<file path="src/rtl/color_seq_pkg.sv">
// Shared definitions for the colour sequencer: mode encodings, sequence
// length and the colour table feeding the breathing-light stage.
package color_seq_pkg;

  typedef enum logic [1:0] {
    MODE_AUTO   = 2'd0,
    MODE_HOLD   = 2'd1,
    MODE_MANUAL = 2'd2
  } mode_e;

  localparam int unsigned SEQ_LEN = 7;
  localparam int unsigned IDX_W   = 3;
  localparam int unsigned RGB_W   = 3;

  // Entry i lives at bits [3*i +: 3]; entry 0 is the least significant.
  localparam logic [RGB_W*SEQ_LEN-1:0] COLOR_TABLE = {
    3'b111, 3'b101, 3'b110, 3'b011, 3'b100, 3'b010, 3'b001
  };

  // Table lookup; out-of-range indices fall back to entry 0.
  function automatic logic [RGB_W-1:0] color_lut(input logic [IDX_W-1:0] idx);
    int unsigned i;
    i = 32'(idx);
    if (i >= SEQ_LEN) i = 0;
    return COLOR_TABLE[RGB_W*i +: RGB_W];
  endfunction

endpackage

</file>
<file path="src/rtl/btn_debounce.sv">
// Button conditioner: 2-FF synchroniser, stability counter and a registered
// one-cycle press pulse on each accepted 0->1 transition.
//   clk_div_i : system clock
//   rst_i     : synchronous active-high reset
//   btn_i     : raw asynchronous button level
//   press_o   : one-cycle press pulse (registered)
module btn_debounce #(
  parameter int unsigned DEBOUNCE_CYCLES = 65536
) (
  input  logic clk_div_i,
  input  logic rst_i,
  input  logic btn_i,
  output logic press_o
);

  localparam int unsigned CNT_W = $clog2(DEBOUNCE_CYCLES);
  localparam logic [CNT_W-1:0] CNT_MAX = CNT_W'(DEBOUNCE_CYCLES - 1);

  logic             sync_q1;
  logic             sync_q2;
  logic             level_q;
  logic             level_prev_q;
  logic [CNT_W-1:0] cnt_q;

  // Counter only runs while the synchronised level disagrees with the
  // accepted level, so any glitch shorter than the window restarts it.
  always_ff @(posedge clk_div_i) begin
    if (rst_i) begin
      sync_q1      <= 1'b0;
      sync_q2      <= 1'b0;
      level_q      <= 1'b0;
      level_prev_q <= 1'b0;
      cnt_q        <= '0;
      press_o      <= 1'b0;
    end else begin
      sync_q1 <= btn_i;
      sync_q2 <= sync_q1;
      if (sync_q2 == level_q) begin
        cnt_q <= '0;
      end else if (cnt_q == CNT_MAX) begin
        level_q <= sync_q2;
        cnt_q   <= '0;
      end else begin
        cnt_q <= cnt_q + CNT_W'(1);
      end
      level_prev_q <= level_q;
      press_o      <= level_q & ~level_prev_q;
    end
  end

endmodule

</file>
<file path="src/rtl/color_sequencer.sv">
// Colour-selection stage ahead of the breathing-light PWM. Steps through the
// colour table on breath-cycle rising edges (AUTO), freezes (HOLD), or steps
// on the step button (MANUAL); the mode button cycles the mode.
//   clk_div_i    : system clock (shared with the breather)
//   rst_i        : synchronous active-high reset
//   breath_tgl_i : breath-cycle toggle, already registered in this domain
//   btn_mode_i   : raw mode button
//   btn_step_i   : raw step button
//   rgb_o        : current colour (registered)
//   mode_o       : current mode, 0 AUTO / 1 HOLD / 2 MANUAL (registered)
//   step_pulse_o : one-cycle pulse coinciding with an rgb_o change
module color_sequencer
  import color_seq_pkg::*;
#(
  parameter int unsigned DEBOUNCE_CYCLES = 65536
) (
  input  logic       clk_div_i,
  input  logic       rst_i,
  input  logic       breath_tgl_i,
  input  logic       btn_mode_i,
  input  logic       btn_step_i,
  output logic [2:0] rgb_o,
  output logic [1:0] mode_o,
  output logic       step_pulse_o
);

  logic             mode_press;
  logic             step_press;
  logic             breath_q;
  logic             breath_edge_c;
  logic             advance_c;
  mode_e            mode_q;
  mode_e            mode_d;
  logic [IDX_W-1:0] idx_q;
  logic [IDX_W-1:0] idx_d;

  btn_debounce #(.DEBOUNCE_CYCLES(DEBOUNCE_CYCLES)) u_mode_db (
    .clk_div_i (clk_div_i),
    .rst_i     (rst_i),
    .btn_i     (btn_mode_i),
    .press_o   (mode_press)
  );

  btn_debounce #(.DEBOUNCE_CYCLES(DEBOUNCE_CYCLES)) u_step_db (
    .clk_div_i (clk_div_i),
    .rst_i     (rst_i),
    .btn_i     (btn_step_i),
    .press_o   (step_press)
  );

  // Rising edge of the breath toggle marks the darkest point of the cycle.
  assign breath_edge_c = breath_tgl_i & ~breath_q;

  // Advance decision uses the mode held before this cycle's mode press.
  always_comb begin
    mode_d    = mode_q;
    idx_d     = idx_q;
    advance_c = 1'b0;

    case (mode_q)
      MODE_AUTO:   advance_c = breath_edge_c;
      MODE_MANUAL: advance_c = step_press;
      default:     advance_c = 1'b0;
    endcase

    if (mode_press) begin
      case (mode_q)
        MODE_AUTO: mode_d = MODE_HOLD;
        MODE_HOLD: mode_d = MODE_MANUAL;
        default:   mode_d = MODE_AUTO;
      endcase
    end

    if (advance_c) begin
      idx_d = (idx_q == IDX_W'(SEQ_LEN - 1)) ? '0 : idx_q + IDX_W'(1);
    end
  end

  // State and output registers.
  always_ff @(posedge clk_div_i) begin
    if (rst_i) begin
      breath_q     <= 1'b0;
      mode_q       <= MODE_AUTO;
      idx_q        <= '0;
      rgb_o        <= color_lut('0);
      step_pulse_o <= 1'b0;
    end else begin
      breath_q     <= breath_tgl_i;
      mode_q       <= mode_d;
      idx_q        <= idx_d;
      rgb_o        <= color_lut(idx_d);
      step_pulse_o <= advance_c;
    end
  end

  assign mode_o = mode_q;

endmodule

</file>
<file path="config.mk">
export PLATFORM = sky130hd
export DESIGN_NAME = color_sequencer
export DESIGN_NICKNAME = d
export VERILOG_FILES = /design/src/rtl/color_seq_pkg.sv /design/src/rtl/btn_debounce.sv /design/src/rtl/color_sequencer.sv
export SDC_FILE = /design/constraint.sdc
export NUM_CORES = 1
export LEC_CHECK = 0
export ABC_CLOCK_PERIOD_IN_PS = 2800
export BUFFER_PORTS_ARGS = -buffer_cell sky130_fd_sc_hd__buf_2
export CAP_MARGIN = 25
export CORE_UTILIZATION = 55
export DETAILED_ROUTE_END_ITERATION = 10
export GPL_ROUTABILITY_DRIVEN = 1
export PLACE_DENSITY = 0.72
export SLEW_MARGIN = 0
export SYNTH_ARGS = -nofsm -noshare
export SYNTH_HDL_FRONTEND = slang
export SYNTH_SLANG_ARGS = --single-unit
</file>
<file path="constraint.sdc">
create_clock -name clk_div_i -period 2.8 [get_ports clk_div_i]
set_input_delay 0.42 -clock clk_div_i [delete_from_list [all_inputs] [get_ports clk_div_i]]
set_output_delay 0.42 -clock clk_div_i [all_outputs]
set_load 0.05 [all_outputs]
</file>
==> results of run 1 <==
==> logic make-up (layout without fill, tap and decap cells) <==
| logic type | Yosys count | count (layout) | synth area share |
|---|---|---|---|
| AO/OA/AOI/OAI | 40 | 40 | 0.117 |
| AND/OR/NAND/NOR | 120 | 120 | 0.281 |
| XOR/XNOR | 26 | 26 | 0.0969 |
| flip-flops | 52 | 52 | 0.443 |
| buffers and inverters | 24 | 31 | 0.0463 |
| adder cells (fa/ha/maj) | 3 | 3 | 0.0160 |
==> through the flow <==
stage	hold WS, ps	cells	worst slack (ps)
2_1_floorplan	367	265	285
3_3_place_gp	372	314	366
3_5_place_dp	376	314	303
4_1_cts	315	322	331
5_1_grt	334	322	55.5
6_report	319	322	321
==> where the power goes <==
| group | total (mW) | switching (mW) | internal, mW |
|---|---|---|---|
| Sequential | 0.758 | 0.00823 | 0.749 |
| Clock | 0.528 | 0.236 | 0.292 |
| Combinational | 0.0713 | 0.0474 | 0.0239 |
==> cell usage after synthesis (2+ instances only) <==
cell type	instances
or3b_1	2
xnor2_1	11
inv_1	12
ha_1	3
nand4_1	9
o21ai_0	6
o41ai_1	3
xor2_1	15
nor2b_1	7
nand2_1	21
or3_1	3
and2_1	2
nor2_1	39
and4_1	4
nand3_1	12
nand4_4	2
a21oi_1	17
buf_4	2
a41o_1	2
buf_2	2
nor3_1	8
clkbuf_1	6
dfxtp_1	52
o211a_1	2
==> layout make-up <==
cell class	instances	area (um2)
Fill cell	371	1530
Inverter	12	45.0
Timing Repair Buffer	11	57.6
Clock buffer	6	82.6
Multi-Input combinational cell	189	1200
Sequential cell	52	1040
Tap cell	50	62.6
Clock inverter	2	38.8
==> metal layers <==
layer,vias up,global-route usage
li1,940,-
met1,798,0.240
met2,26,0.294
met3,4,0.0541
met4,0,0.0745
met5,-,0
==> flip-flops by register name, summed over array words and instances, names as in the netlist, 2 cells and up <==
signal           count
u_mode_db.cnt_q     16
u_step_db.cnt_q     16
rgb_o                3
mode_o               2
idx_q                3
==> worst paths after layout <==
| path | from | to | cells after the start | slack (ps) |
|---|---|---|---|---|
| worst max-delay path | mode_o[0] | rgb_o[0] | 9 | 320 |
| worst min-delay path | btn_step_i | u_step_db.sync_q1 | 2 | 320 |
| worst max register to register | mode_o[0] | rgb_o[0] | 9 | 320 |
| worst min register to register | u_step_db.level_prev_q | u_step_db.press_o | 1 | 390 |
==> layout by cell type, fill, tap and decap left out, types with 2 or more instances in the layout <==
cell type  instances
or3_1              3
nand4_4            2
ha_1               3
dfxtp_1           52
nand2_1           21
buf_2             10
xor2_1            15
inv_1             12
a41o_1             2
a21oi_1           17
nand4_1            9
and2_1             2
o211a_1            2
nor2_1            39
nor3_1             8
nand3_1           12
o41ai_1            3
nor2b_1            7
o21ai_0            6
and4_1             4
clkbuf_8           6
xnor2_1           11
or3b_1             2
==> impl_table.tex, run 1 <==
\begin{tabular}{lr}
\hline
Metric & Value \\
\hline
\multicolumn{2}{l}{\textbf{Routing}} \\
\quad Top routing layer used & met4 \\
\quad Number of design rule violations left after detail routing & 0 \\
\quad Wire length per cell after detailed routing & 11.7 um \\
\quad Routed vias/inst & 5.49 \\
\quad Violation count after the first detailed-route iteration & 80 \\
\quad Detailed-route via count & 1,768 \\
\quad Total met2 wirelength after detailed routing & 1620 um \\
\quad Number of search-and-repair iterations in the first detailed-routing pass & 4 \\
\quad ANT nets after route & 0 \\
\quad Routed metal-1 wire length & 1980 um \\
\quad Wire length on met3 & 126 um \\
\quad Total length of routed wires & 3780 um \\
\multicolumn{2}{l}{\textbf{Clock network}} \\
\quad Library cell used as clock root buffer & clkbuf\_8 \\
\quad Count of buffers added by post-CTS timing repair for setup & 0 \\
\quad CTS clock-pin slew for the worst setup and hold paths & 90 ps \\
\quad TritonCTS clock tree & yes \\
\quad Clock H-tree levels & 2 \\
\quad Number of buffers inserted for hold repair after clock tree synthesis & 0 \\
\quad CTS Buf Count & 5 \\
\quad Skew-Pair Late Insertion Delay & 300 ps \\
\quad Total number of clock tree sinks & 52 \\
\quad Post\_cts resized & 0 \\
\quad Max Buffers Root-to-Sink & 2 \\
\multicolumn{2}{l}{\textbf{Place}} \\
\quad Total cell area at the placement stage & 2410 um2 \\
\quad Final GP Congestion & 0.758 \\
\quad Number of buffers inserted by port buffering & 10 \\
\quad DP HPWL & 2660 um \\
\multicolumn{2}{l}{\textbf{Die}} \\
\quad Placement row count & 23 \\
\quad Die outline width & 67.4 um \\
\quad Number of top-level pins & 11 \\
\quad Core region area & 4060 um2 \\
\quad Die Y-Extent & 67.4 um \\
\quad Effective utilization at floorplan & 0.579 \\
\quad Area enclosed by the die boundary & 4540 um2 \\
\multicolumn{2}{l}{\textbf{Logic synthesis}} \\
\quad Number of enable flip-flop cells after synthesis & 0 \\
\quad Synthesized instance count & 265 \\
\quad Post-synthesis cell area & 2350 um2 \\
\quad Most area-hungry cell type in the Yosys netlist & dfxtp\_1 \\
\quad Count of synthesis-stage warnings from yosys & 0 \\
\quad Dominant cells by area after synthesis & dfxtp\_1 (44\%), nor2\_1 (6.2\%), xor2\_1 (5.6\%) \\
\quad Synthesis-stage register bit count & 52 \\
\quad Mapped Avg Cell Area & 8.87 um2 \\
\quad Share of flip-flops with an asynchronous set or reset after synthesis & 0 \\
\quad Proportion of synthesized chip area in sequential cells & 0.443 \\
\quad Syn\_nets & 273 \\
\quad Synth unique cells & 47 \\
\quad Area fraction of the dominant cell type after synthesis & 0.443 \\
\quad Prevailing post-synth register cell & dfxtp\_1 \\
\multicolumn{2}{l}{\textbf{Critical path}} \\
\quad Crit path max fanout & 8 \\
\quad Worst Setup Path Type & reg2reg \\
\quad Crit-path max cell delay & 490 ps \\
\quad Data required time of the worst path & 3020 ps \\
\quad Capturing element type of the critical path & flip-flop \\
\quad Slowest cell on the critical path & dfxtp\_1 \\
\quad Delay-heaviest family, CP & compound AO/OA/AOI/OAI gates \\
\quad Arr. time, crit path & 2700 ps \\
\quad List of cells traversed by the critical path & and3b\_1, nor2\_1, nand2\_1, a211oi\_1, ha\_1, inv\_1, o41ai\_1, o221ai\_1, o211ai\_1 \\
\quad CP startpoint kind & flip-flop \\
\quad Count of buffer and inverter cells on the critical path & 1 \\
\multicolumn{2}{l}{\textbf{Finish}} \\
\quad Final standard cell area without fillers & 2530 um2 \\
\quad Final core utilization & 0.623 \\
\quad Final \#Nets & 279 \\
\quad Fraction of layout instances using a drive strength above 1 & 0.107 \\
\quad Antenna Diode Count & 0 \\
\quad Layout overhead on the synthesized area & 7.56\% \\
\multicolumn{2}{l}{\textbf{Job}} \\
\quad \# Max-Cap Violations & 0 \\
\multicolumn{2}{l}{\textbf{Pwr}} \\
\quad Power per unit of standard cell area & 537 nW/um2 \\
\quad Leakage power & 0.934 nW \\
\quad Total power & 1.36 mW \\
\quad Maximum ir drop on the vdd rail & 0.306 mV \\
\multicolumn{2}{l}{\textbf{STA}} \\
\quad Highest achievable clock rate & 403 MHz \\
\quad Number of hold violations in the final report & 0 \\
\quad Actual transition at the worst max-transition pin & 448 ps \\
\quad Rel. slew slack & 0.701 \\
\quad Sum of negative setup slack & 0 ps \\
\quad Final worst clock skew & 7.19 ps \\
\quad Finish-stage setup viols & 0 \\
\quad Final max-slew violation count & 0 \\
\quad Tcrit/Tclk final & 0.885 \\
\quad Post-layout min period & 2480 ps \\
\quad Setup repair after global routing missed its margin & no \\
\multicolumn{2}{l}{\textbf{Status}} \\
\quad Run status & finished clean \\
\multicolumn{2}{l}{\textbf{GRT}} \\
\quad Number of global-route vias before repair & 1,518 \\
\quad Global route total overflow & 0 \\
\quad Initial antenna violation count & 0 \\
\quad Wire length of the first global-routing pass & 6440 um \\
\quad Pin count of the biggest net entering global routing & 20 \\
\quad Global Route Usage Sum & 0.187 \\
\multicolumn{2}{l}{\textbf{Worst hold path}} \\
\quad Type of the tightest min-delay check & in2reg \\
\hline
\end{tabular}
(Power assumes the default switching activity.)
==> run 2, diff against run 1 <==
--- a/config.mk
+++ b/config.mk
@@ -9,6 +9,7 @@
 export BUFFER_PORTS_ARGS = -buffer_cell sky130_fd_sc_hd__buf_2
 export CAP_MARGIN = 25
 export CORE_UTILIZATION = 55
+export CTS_BUF_LIST = sky130_fd_sc_hd__clkbuf_4 sky130_fd_sc_hd__clkbuf_8 sky130_fd_sc_hd__clkbuf_16
 export DETAILED_ROUTE_END_ITERATION = 10
 export GPL_ROUTABILITY_DRIVEN = 1
 export PLACE_DENSITY = 0.72
==> constraint.sdc (replaced) <==
create_clock -name clk_div_i -period 2.8 [get_ports clk_div_i]
set_input_delay 0.14 -clock clk_div_i [delete_from_list [all_inputs] [get_ports clk_div_i]]
set_output_delay 0.14 -clock clk_div_i [all_outputs]
set_load 0.05 [all_outputs]
==> run 2 against run 1 <==
Against the previous run:
- clock skew is 0.80 ps lower
- core utilization is 0.77 points lower
- sequential share of layout area is 0.52 points higher
- sequential power hardly changed
- global-route usage is 0.13 points higher
- first-iteration DRC count stayed put
- register-to-register slack worse by 70 ps
- power is 6.9% lower
- non-clock buffer count is 1 lower
- hold slack worse by 270 ps
==> impl_table.tex, run 2 (same netlist as run 1, synthesis figures left out) <==
\begin{tabular}{lr}
\hline
Metric & Value \\
\hline
\multicolumn{2}{l}{\textbf{Clock network}} \\
\quad Post\_cts resized & 0 (unchanged) \\
\quad CTS clock-pin slew for the worst setup and hold paths & 90 ps (about the same) \\
\quad Max Buffers Root-to-Sink & 2 (unchanged) \\
\quad Total number of clock tree sinks & 52 (unchanged) \\
\quad Number of buffers inserted for hold repair after clock tree synthesis & 0 (unchanged) \\
\quad CTS Buf Count & 5 (unchanged) \\
\quad Count of buffers added by post-CTS timing repair for setup & 0 (unchanged) \\
\quad Skew-Pair Late Insertion Delay & 290 ps (was 300 ps) \\
\quad TritonCTS clock tree & yes (unchanged) \\
\quad Library cell used as clock root buffer & clkbuf\_8 (unchanged) \\
\quad Clock H-tree levels & 2 (unchanged) \\
\multicolumn{2}{l}{\textbf{GRT}} \\
\quad Number of global-route vias before repair & 1,532 (was 1,518) \\
\quad Initial antenna violation count & 0 (unchanged) \\
\quad Global Route Usage Sum & 0.189 (was 0.187) \\
\quad Pin count of the biggest net entering global routing & 20 (unchanged) \\
\quad Global route total overflow & 0 (unchanged) \\
\quad Wire length of the first global-routing pass & 6490 um (was 6440 um) \\
\multicolumn{2}{l}{\textbf{STA}} \\
\quad Number of hold violations in the final report & 0 (unchanged) \\
\quad Actual transition at the worst max-transition pin & 438 ps (was 448 ps) \\
\quad Setup repair after global routing missed its margin & no (unchanged) \\
\quad Final max-slew violation count & 0 (unchanged) \\
\quad Worst Slack Setup Final & 247 ps (was 321 ps) \\
\quad Highest achievable clock rate & 392 MHz (was 403 MHz) \\
\quad Final worst clock skew & 6.39 ps (was 7.19 ps) \\
\quad Post-layout min period & 2550 ps (was 2480 ps) \\
\quad Tcrit/Tclk final & 0.912 (was 0.885) \\
\quad Finish-stage setup viols & 0 (unchanged) \\
\quad Sum of negative setup slack & 0 ps (unchanged) \\
\quad Rel. slew slack & 0.708 (was 0.701) \\
\multicolumn{2}{l}{\textbf{Critical path}} \\
\quad Data required time of the worst path & 3020 ps (about the same) \\
\quad Slowest cell on the critical path & or3b\_1 (was dfxtp\_1) \\
\quad R2R setup slack & 250 ps (was 320 ps) \\
\quad Worst Setup Path Type & reg2reg (unchanged) \\
\quad Arr. time, crit path & 2780 ps (was 2700 ps) \\
\quad Delay-heaviest family, CP & compound AO/OA/AOI/OAI gates (unchanged) \\
\quad Crit-path max cell delay & 450 ps (was 490 ps) \\
\quad List of cells traversed by the critical path & or3b\_1, a21oi\_2, nand2\_1, a211oi\_1, ha\_1, inv\_1, o41ai\_1, o221ai\_1, o211ai\_1 (was and3b\_1, nor2\_1, nand2\_1, a211oi\_1, ha\_1, inv\_1, o41ai\_1, o221ai\_1, o211ai\_1) \\
\quad CP startpoint kind & flip-flop (unchanged) \\
\quad Count of buffer and inverter cells on the critical path & 1 (unchanged) \\
\quad Worst flop-to-flop path endpoint & rgb\_o[0] (unchanged) \\
\quad Crit path max fanout & 8 (unchanged) \\
\quad Capturing element type of the critical path & flip-flop (unchanged) \\
\quad Number of cells on the worst reg-to-reg path & 9 (unchanged) \\
\quad Start of the worst register-to-register path & mode\_o[1] (was mode\_o[0]) \\
\multicolumn{2}{l}{\textbf{Finish}} \\
\quad Antenna Diode Count & 0 (unchanged) \\
\quad Commonest cells after routing, fill and taps aside & dfxtp\_1 (52), nor2\_1 (39), nand2\_1 (21), a21oi\_1 (17), xor2\_1 (15) (unchanged) \\
\quad Most frequent standard cell in the layout excluding fill and tap cells & dfxtp\_1 (unchanged) \\
\quad Fill cell total of the finished layout & 370 (was 371) \\
\quad Fraction of layout instances using a drive strength above 1 & 0.103 (was 0.107) \\
\quad Final \#Nets & 278 (was 279) \\
\quad Largest registers in the final layout & u\_mode\_db.cnt\_q: 16 flops, u\_step\_db.cnt\_q: 16 flops (unchanged) \\
\quad Final standard cell area without fillers & 2500 um2 (was 2530 um2) \\
\quad Final Non-Filler Cells & 321 (was 322) \\
\quad Layout overhead on the synthesized area & 6.23\% (was 7.56\%) \\
\multicolumn{2}{l}{\textbf{Die}} \\
\quad Placement row count & 23 (unchanged) \\
\quad Core region area & 4060 um2 (unchanged) \\
\quad Area enclosed by the die boundary & 4540 um2 (unchanged) \\
\quad Effective utilization at floorplan & 0.579 (unchanged) \\
\quad Die Y-Extent & 67.4 um (unchanged) \\
\quad Die outline width & 67.4 um (unchanged) \\
\quad Number of top-level pins & 11 (unchanged) \\
\multicolumn{2}{l}{\textbf{Pwr}} \\
\quad Proportion of power drawn by the clock network & 0.347 (was 0.389) \\
\quad Internal Power & 0.972 mW (was 1.07 mW) \\
\quad Switching portion of total power & 0.231 (was 0.215) \\
\quad Power per unit of standard cell area & 506 nW/um2 (was 537 nW/um2) \\
\quad Total power & 1.26 mW (was 1.36 mW) \\
\quad Maximum ir drop on the vdd rail & 0.442 mV (was 0.306 mV) \\
\quad Sw power & 0.291 mW (was 0.292 mW) \\
\quad Fraction of power consumed by sequential logic & 0.599 (was 0.558) \\
\quad Logic pwr share & 0.054 (was 0.053) \\
\quad Leakage power & 0.912 nW (was 0.934 nW) \\
\multicolumn{2}{l}{\textbf{Status}} \\
\quad Run status & finished clean (unchanged) \\
\multicolumn{2}{l}{\textbf{Worst hold path}} \\
\quad Worst min-delay path endpoint & u\_mode\_db.sync\_q1 (was u\_step\_db.sync\_q1) \\
\quad Type of the tightest min-delay check & in2reg (unchanged) \\
\quad Hold-critical path depth & 2 (unchanged) \\
\quad Worst hold start & btn\_mode\_i (was btn\_step\_i) \\
\multicolumn{2}{l}{\textbf{Routing}} \\
\quad Number of design rule violations left after detail routing & 0 (unchanged) \\
\quad Number of search-and-repair iterations in the first detailed-routing pass & 4 (unchanged) \\
\quad ANT nets after route & 0 (unchanged) \\
\quad Violation count after the first detailed-route iteration & 80 (unchanged) \\
\quad Total length of routed wires & 3730 um (was 3780 um) \\
\quad Detailed-route via count & 1,765 (was 1,768) \\
\quad Wire length per cell after detailed routing & 11.6 um (was 11.7 um) \\
\quad Routed vias/inst & 5.50 (was 5.49) \\
\multicolumn{2}{l}{\textbf{Place}} \\
\quad Post-Place Cells & 313 (was 314) \\
\quad DP HPWL & 2640 um (was 2660 um) \\
\quad Total cell area at the placement stage & 2400 um2 (was 2410 um2) \\
\quad Number of buffers inserted by port buffering & 10 (unchanged) \\
\quad Worst slack at placement & 255 ps (was 303 ps) \\
\quad Final GP Congestion & 0.735 (was 0.758) \\
\multicolumn{2}{l}{\textbf{Job}} \\
\quad \# Max-Cap Violations & 0 (unchanged) \\
\hline
\end{tabular}
[run 2: layout make-up]
class	instances	area (um2)	area share
Multi-Input combinational cell	189	1200	0.481
Sequential cell	52	1040	0.417
Clock buffer	6	82.6	0.0331
Tap cell	50	62.6	0.0251
Timing Repair Buffer	10	50.0	0.0201
Inverter	12	45.0	0.0180
Clock inverter	2	15.0	0.00602
[run 2: power by group through the flow]
stage | Combinational [mW] | Clock [mW] | Sequential (mW)
3_3_place_gp | 0.0682 | 0 | 0.775
5_1_grt | 0.0776 | 0.488 | 0.759
3_5_place_dp | 0.0692 | 0 | 0.774
2_1_floorplan | 0.0451 | 0 | 0.785
4_1_cts | 0.0693 | 0.454 | 0.757
6_report | 0.0689 | 0.438 | 0.757
[run 2: per-stage QoR]
step	hold WS (ps)	utilization
finish	45.8	0.615
global route	61.0	0.615
CTS	44.5	0.615
detailed placement	353	0.591
global placement	349	0.591
floorplan	268	-
[run 2: how the worst max path moves through the flow]
stage / startpoint / slack [ps] / cells after the start / to
floorplan: mode_o[1] / 280 / 9 / rgb_o[0]
global placement: mode_o[1] / 390 / 9 / rgb_o[0]
detailed placement: mode_o[1] / 250 / 9 / rgb_o[0]
CTS: mode_o[1] / 230 / 9 / rgb_o[0]
global route: mode_o[1] / 20 / 9 / rgb_o[0]
finish: mode_o[1] / 250 / 9 / rgb_o[0]
[run 2: routing by layer]
layer / vias to the layer above / track usage / wire (um)
li1: 926 / - / -
met1: 818 / 0.240 / 1920
met2: 17 / 0.310 / 1680
met3: 4 / 0.0507 / 88
met4: 0 / 0.0559 / 44
met5: - / 0 / 0
==> run 3, diff against run 2 <==
--- a/config.mk
+++ b/config.mk
@@ -16,4 +16,5 @@
 export SLEW_MARGIN = 0
 export SYNTH_ARGS = -nofsm -noshare
 export SYNTH_HDL_FRONTEND = slang
+export SYNTH_HIERARCHICAL = 1
 export SYNTH_SLANG_ARGS = --single-unit
==> run 3 against run 2 <==
Against the previous run:
- sequential share of layout area is 1.3 points lower
- design area is 3.5% higher
- sequential power about the same
- setup slack worse by 160 ps
- via count rose by 5.4%
- power grew 1.0%
- critical path type unchanged
- critical endpoint unchanged
- largest cell class unchanged
- largest power group unchanged
- highest routed layer unchanged
==> impl_table.tex, run 3 <==
\begin{tabular}{lr}
\hline
Metric & Value \\
\hline
\multicolumn{2}{l}{\textbf{Clock network}} \\
\quad Clock H-tree levels & 2 (unchanged) \\
\quad CTS clock-pin slew for the worst setup and hold paths & 100 ps (was 90 ps) \\
\quad CTS Buf Count & 5 (unchanged) \\
\quad Number of buffers inserted for hold repair after clock tree synthesis & 0 (unchanged) \\
\quad Skew-Pair Late Insertion Delay & 310 ps (was 290 ps) \\
\quad Total number of clock tree sinks & 52 (unchanged) \\
\quad Library cell used as clock root buffer & clkbuf\_8 (unchanged) \\
\quad TritonCTS clock tree & yes (unchanged) \\
\quad Max Buffers Root-to-Sink & 2 (unchanged) \\
\multicolumn{2}{l}{\textbf{Routing}} \\
\quad Number of search-and-repair iterations in the first detailed-routing pass & 4 (unchanged) \\
\quad Wire length on met3 & 132 um (was 88 um) \\
\quad Total length of routed wires & 4070 um (was 3730 um) \\
\quad Top routing layer used & met4 (unchanged) \\
\quad Violation count after the first detailed-route iteration & 121 (was 80) \\
\quad Wire length per cell after detailed routing & 12.1 um (was 11.6 um) \\
\quad Routed vias/inst & 5.54 (was 5.50) \\
\quad Total met2 wirelength after detailed routing & 1860 um (was 1680 um) \\
\quad ANT nets after route & 0 (unchanged) \\
\quad Number of design rule violations left after detail routing & 0 (unchanged) \\
\quad Detailed-route via count & 1,860 (was 1,765) \\
\quad Routed metal-1 wire length & 2010 um (was 1920 um) \\
\multicolumn{2}{l}{\textbf{Finish}} \\
\quad Antenna Diode Count & 0 (unchanged) \\
\quad Final standard cell area without fillers & 2580 um2 (was 2500 um2) \\
\quad Most frequent standard cell in the layout excluding fill and tap cells & dfxtp\_1 (unchanged) \\
\quad Final \#Nets & 293 (was 278) \\
\quad Largest registers in the final layout & u\_mode\_db/cnt\_q: 16 flops, u\_step\_db/cnt\_q: 16 flops (was u\_mode\_db.cnt\_q: 16 flops, u\_step\_db.cnt\_q: 16 flops) \\
\quad Fraction of layout instances using a drive strength above 1 & 0.136 (was 0.103) \\
\quad Commonest cells after routing, fill and taps aside & dfxtp\_1 (50), nor2\_1 (42), xnor2\_1 (22), nand2\_1 (17) (was dfxtp\_1 (52), nor2\_1 (39), nand2\_1 (21), a21oi\_1 (17), xor2\_1 (15)) \\
\quad Layout overhead on the synthesized area & 8.92\% (was 6.23\%) \\
\quad Fill cell total of the finished layout & 364 (was 370) \\
\multicolumn{2}{l}{\textbf{Place}} \\
\quad Total cell area at the placement stage & 2470 um2 (was 2400 um2) \\
\quad Worst slack at placement & 73.3 ps (was 255 ps) \\
\quad Number of buffers inserted by port buffering & 10 (unchanged) \\
\quad Final GP Congestion & 0.825 (was 0.735) \\
\quad DP HPWL & 2790 um (was 2640 um) \\
\multicolumn{2}{l}{\textbf{STA}} \\
\quad Highest achievable clock rate & 368 MHz (was 392 MHz) \\
\quad Final max-slew violation count & 0 (unchanged) \\
\quad Sum of negative setup slack & 0 ps (unchanged) \\
\quad Rel. slew slack & 0.590 (was 0.708) \\
\quad Worst Slack Setup Final & 82.3 ps (was 247 ps) \\
\quad Worst hold slack & 41.5 ps (was 45.8 ps) \\
\quad Tcrit/Tclk final & 0.971 (was 0.912) \\
\quad Actual transition at the worst max-transition pin & 609 ps (was 438 ps) \\
\quad Finish-stage setup viols & 0 (unchanged) \\
\quad Number of hold violations in the final report & 0 (unchanged) \\
\quad Final worst clock skew & 8.16 ps (was 6.39 ps) \\
\quad Post-layout min period & 2720 ps (was 2550 ps) \\
\multicolumn{2}{l}{\textbf{Critical path}} \\
\quad CP startpoint kind & flip-flop (unchanged) \\
\quad Capturing element type of the critical path & flip-flop (unchanged) \\
\quad List of cells traversed by the critical path & or3b\_4, a21oi\_4, nand2\_1, a211oi\_2, ha\_2, buf\_4, mux2\_4, and3\_1, or4b\_1 (was or3b\_1, a21oi\_2, nand2\_1, a211oi\_1, ha\_1, inv\_1, o41ai\_1, o221ai\_1, o211ai\_1) \\
\quad Crit-path max cell delay & 500 ps (was 450 ps) \\
\quad Crit path max fanout & 5 (was 8) \\
\quad Worst Setup Path Type & reg2reg (unchanged) \\
\quad Number of cells on the worst reg-to-reg path & 9 (unchanged) \\
\quad Data required time of the worst path & 2980 ps (was 3020 ps) \\
\quad Arr. time, crit path & 2900 ps (was 2780 ps) \\
\quad Slowest cell on the critical path & or4b\_1 (was or3b\_1) \\
\multicolumn{2}{l}{\textbf{Logic synthesis}} \\
\quad Post-synthesis cell area & 2370 um2 (was 2350 um2) \\
\quad Proportion of synthesized chip area in sequential cells & 0.439 (was 0.443) \\
\quad Area fraction of the dominant cell type after synthesis & 0.439 (was 0.443) \\
\quad Share of flip-flops with an asynchronous set or reset after synthesis & 0 (unchanged) \\
\quad Synthesized instance count & 272 (was 265) \\
\quad Prevailing post-synth register cell & dfxtp\_1 (unchanged) \\
\quad Syn\_nets & 280 (was 273) \\
\quad Number of enable flip-flop cells after synthesis & 0 (unchanged) \\
\quad Cell with the most instances after synthesis & dfxtp\_1 (unchanged) \\
\quad Synth unique cells & 46 (was 47) \\
\quad Count of synthesis-stage warnings from yosys & 6 (was 0) \\
\quad Most frequent cells after synthesis & dfxtp\_1 (52), nor2\_1 (42), xnor2\_1 (22), nand2\_1 (17) (was dfxtp\_1 (52), nor2\_1 (39), nand2\_1 (21), a21oi\_1 (17), xor2\_1 (15)) \\
\quad Most area-hungry cell type in the Yosys netlist & dfxtp\_1 (unchanged) \\
\quad Synthesis-stage register bit count & 52 (unchanged) \\
\quad Dominant cells by area after synthesis & dfxtp\_1 (44\%), xnor2\_1 (8.1\%), nor2\_1 (6.6\%) (was dfxtp\_1 (44\%), nor2\_1 (6.2\%), xor2\_1 (5.6\%)) \\
\quad Mapped Avg Cell Area & 8.72 um2 (was 8.87 um2) \\
\multicolumn{2}{l}{\textbf{Die}} \\
\quad Area enclosed by the die boundary & 4580 um2 (was 4540 um2) \\
\quad Effective utilization at floorplan & 0.584 (was 0.579) \\
\quad Die outline width & 67.7 um (was 67.4 um) \\
\quad Core region area & 4060 um2 (unchanged) \\
\quad Placement row count & 23 (unchanged) \\
\quad Die Y-Extent & 67.7 um (was 67.4 um) \\
\quad Number of top-level pins & 11 (unchanged) \\
\multicolumn{2}{l}{\textbf{GRT}} \\
\quad Number of global-route vias before repair & 1,567 (was 1,532) \\
\quad Wire length of the first global-routing pass & 6670 um (was 6490 um) \\
\quad Pin count of the biggest net entering global routing & 21 (was 20) \\
\quad Global route total overflow & 0 (unchanged) \\
\quad Global Route Usage Sum & 0.196 (was 0.189) \\
\quad Initial antenna violation count & 0 (unchanged) \\
\multicolumn{2}{l}{\textbf{Pwr}} \\
\quad Internal Power & 0.962 mW (was 0.972 mW) \\
\quad Maximum ir drop on the vdd rail & 0.279 mV (was 0.442 mV) \\
\quad Leakage power & 0.835 nW (was 0.912 nW) \\
\quad Fraction of power consumed by sequential logic & 0.593 (was 0.599) \\
\quad Sw power & 0.314 mW (was 0.291 mW) \\
\quad Switching portion of total power & 0.246 (was 0.231) \\
\quad Proportion of power drawn by the clock network & 0.336 (was 0.347) \\
\quad Total power & 1.28 mW (was 1.26 mW) \\
\quad Power per unit of standard cell area & 494 nW/um2 (was 506 nW/um2) \\
\quad Logic pwr share & 0.071 (was 0.054) \\
\multicolumn{2}{l}{\textbf{Status}} \\
\quad Run status & finished clean (unchanged) \\
\multicolumn{2}{l}{\textbf{Worst hold path}} \\
\quad Type of the tightest min-delay check & in2reg (unchanged) \\
\quad Hold-critical path depth & 2 (unchanged) \\
\multicolumn{2}{l}{\textbf{Job}} \\
\quad \# Max-Cap Violations & 0 (unchanged) \\
\hline
\end{tabular}
run 3: cell types whose count changed in the layout (fill, tap and decap cells not counted), sizes merged, moves of 5 or more:
cell	before	now
xnor2	11	22
nand2b	0	9
xor2	15	6
nor4	2	10
nand4	11	5
buf	10	15
run 3: worst paths after layout:
kind / slack [ps] / from / to
hold / removal: 40 / btn_mode_i / u_mode_db/sync_q1
setup reg to reg: 80 / mode_o[1] / rgb_o[0]
setup / recovery: 80 / mode_o[1] / rgb_o[0]
hold reg to reg: 390 / u_mode_db/level_prev_q / u_mode_db/press_o
run 3: cell families (layout without fill, tap and decap cells):
| group | after synthesis | in the layout | share of synthesized area |
|---|---|---|---|
| simple gates | 129 | 129 | 0.290 |
| mux | 3 | 3 | 0.0148 |
| xor+xnor | 28 | 28 | 0.103 |
| fa+ha+maj | 3 | 3 | 0.0158 |
| flops | 52 | 52 | 0.439 |
| compound gates | 34 | 34 | 0.0939 |
| buf+inv | 23 | 37 | 0.0427 |
run 3: worst max-delay path, delay by kind of cell (launching register included):
kind	cells	cell delay, ps
buffers and inverters	1	150
AO/OA/AOI/OAI	2	350
adder cells (fa/ha/maj)	1	340
AND/OR/NAND/NOR	4	1190
flip-flops	1	330
multiplexers	1	240
run 3: cell type report:
class | count | area [um2] | area share
Clock inverter | 3 | 23.8 | 0.00921
Timing Repair Buffer | 15 | 87.6 | 0.0339
Tap cell | 50 | 62.6 | 0.0242
Clock buffer | 5 | 68.8 | 0.0266
Multi-Input combinational cell | 197 | 1240 | 0.482
Sequential cell | 52 | 1040 | 0.404
Inverter | 14 | 52.6 | 0.0203
run 3: power by group through the flow:
stage	clock [mW]	sequential (mW)	combinational [mW]
final	0.429	0.757	0.0904
after global routing	0.471	0.758	0.0993
after CTS	0.442	0.757	0.0851
after detailed placement	0	0.774	0.0849
after global placement	0	0.774	0.0842
after floorplan	0	0.785	0.0525
run 3: metal layers:
metal  up-vias  GRT usage
met4         0     0.0878
li1        963          -
met5         -          0
met2        34      0.322
met3         5     0.0456
met1       858      0.243
run 3: through the flow:
stage                      util  instances
final                     0.636        336
after global routing      0.636        336
after floorplan               -        272
after global placement    0.608        327
after CTS                 0.631        335
after detailed placement  0.608        327
run 3: timing repair:
action                     CTS  global route
setup endpoints to repair    0             1
hold endpoints to repair     0             0
gates resized for setup      0             5
setup buffers                0             1
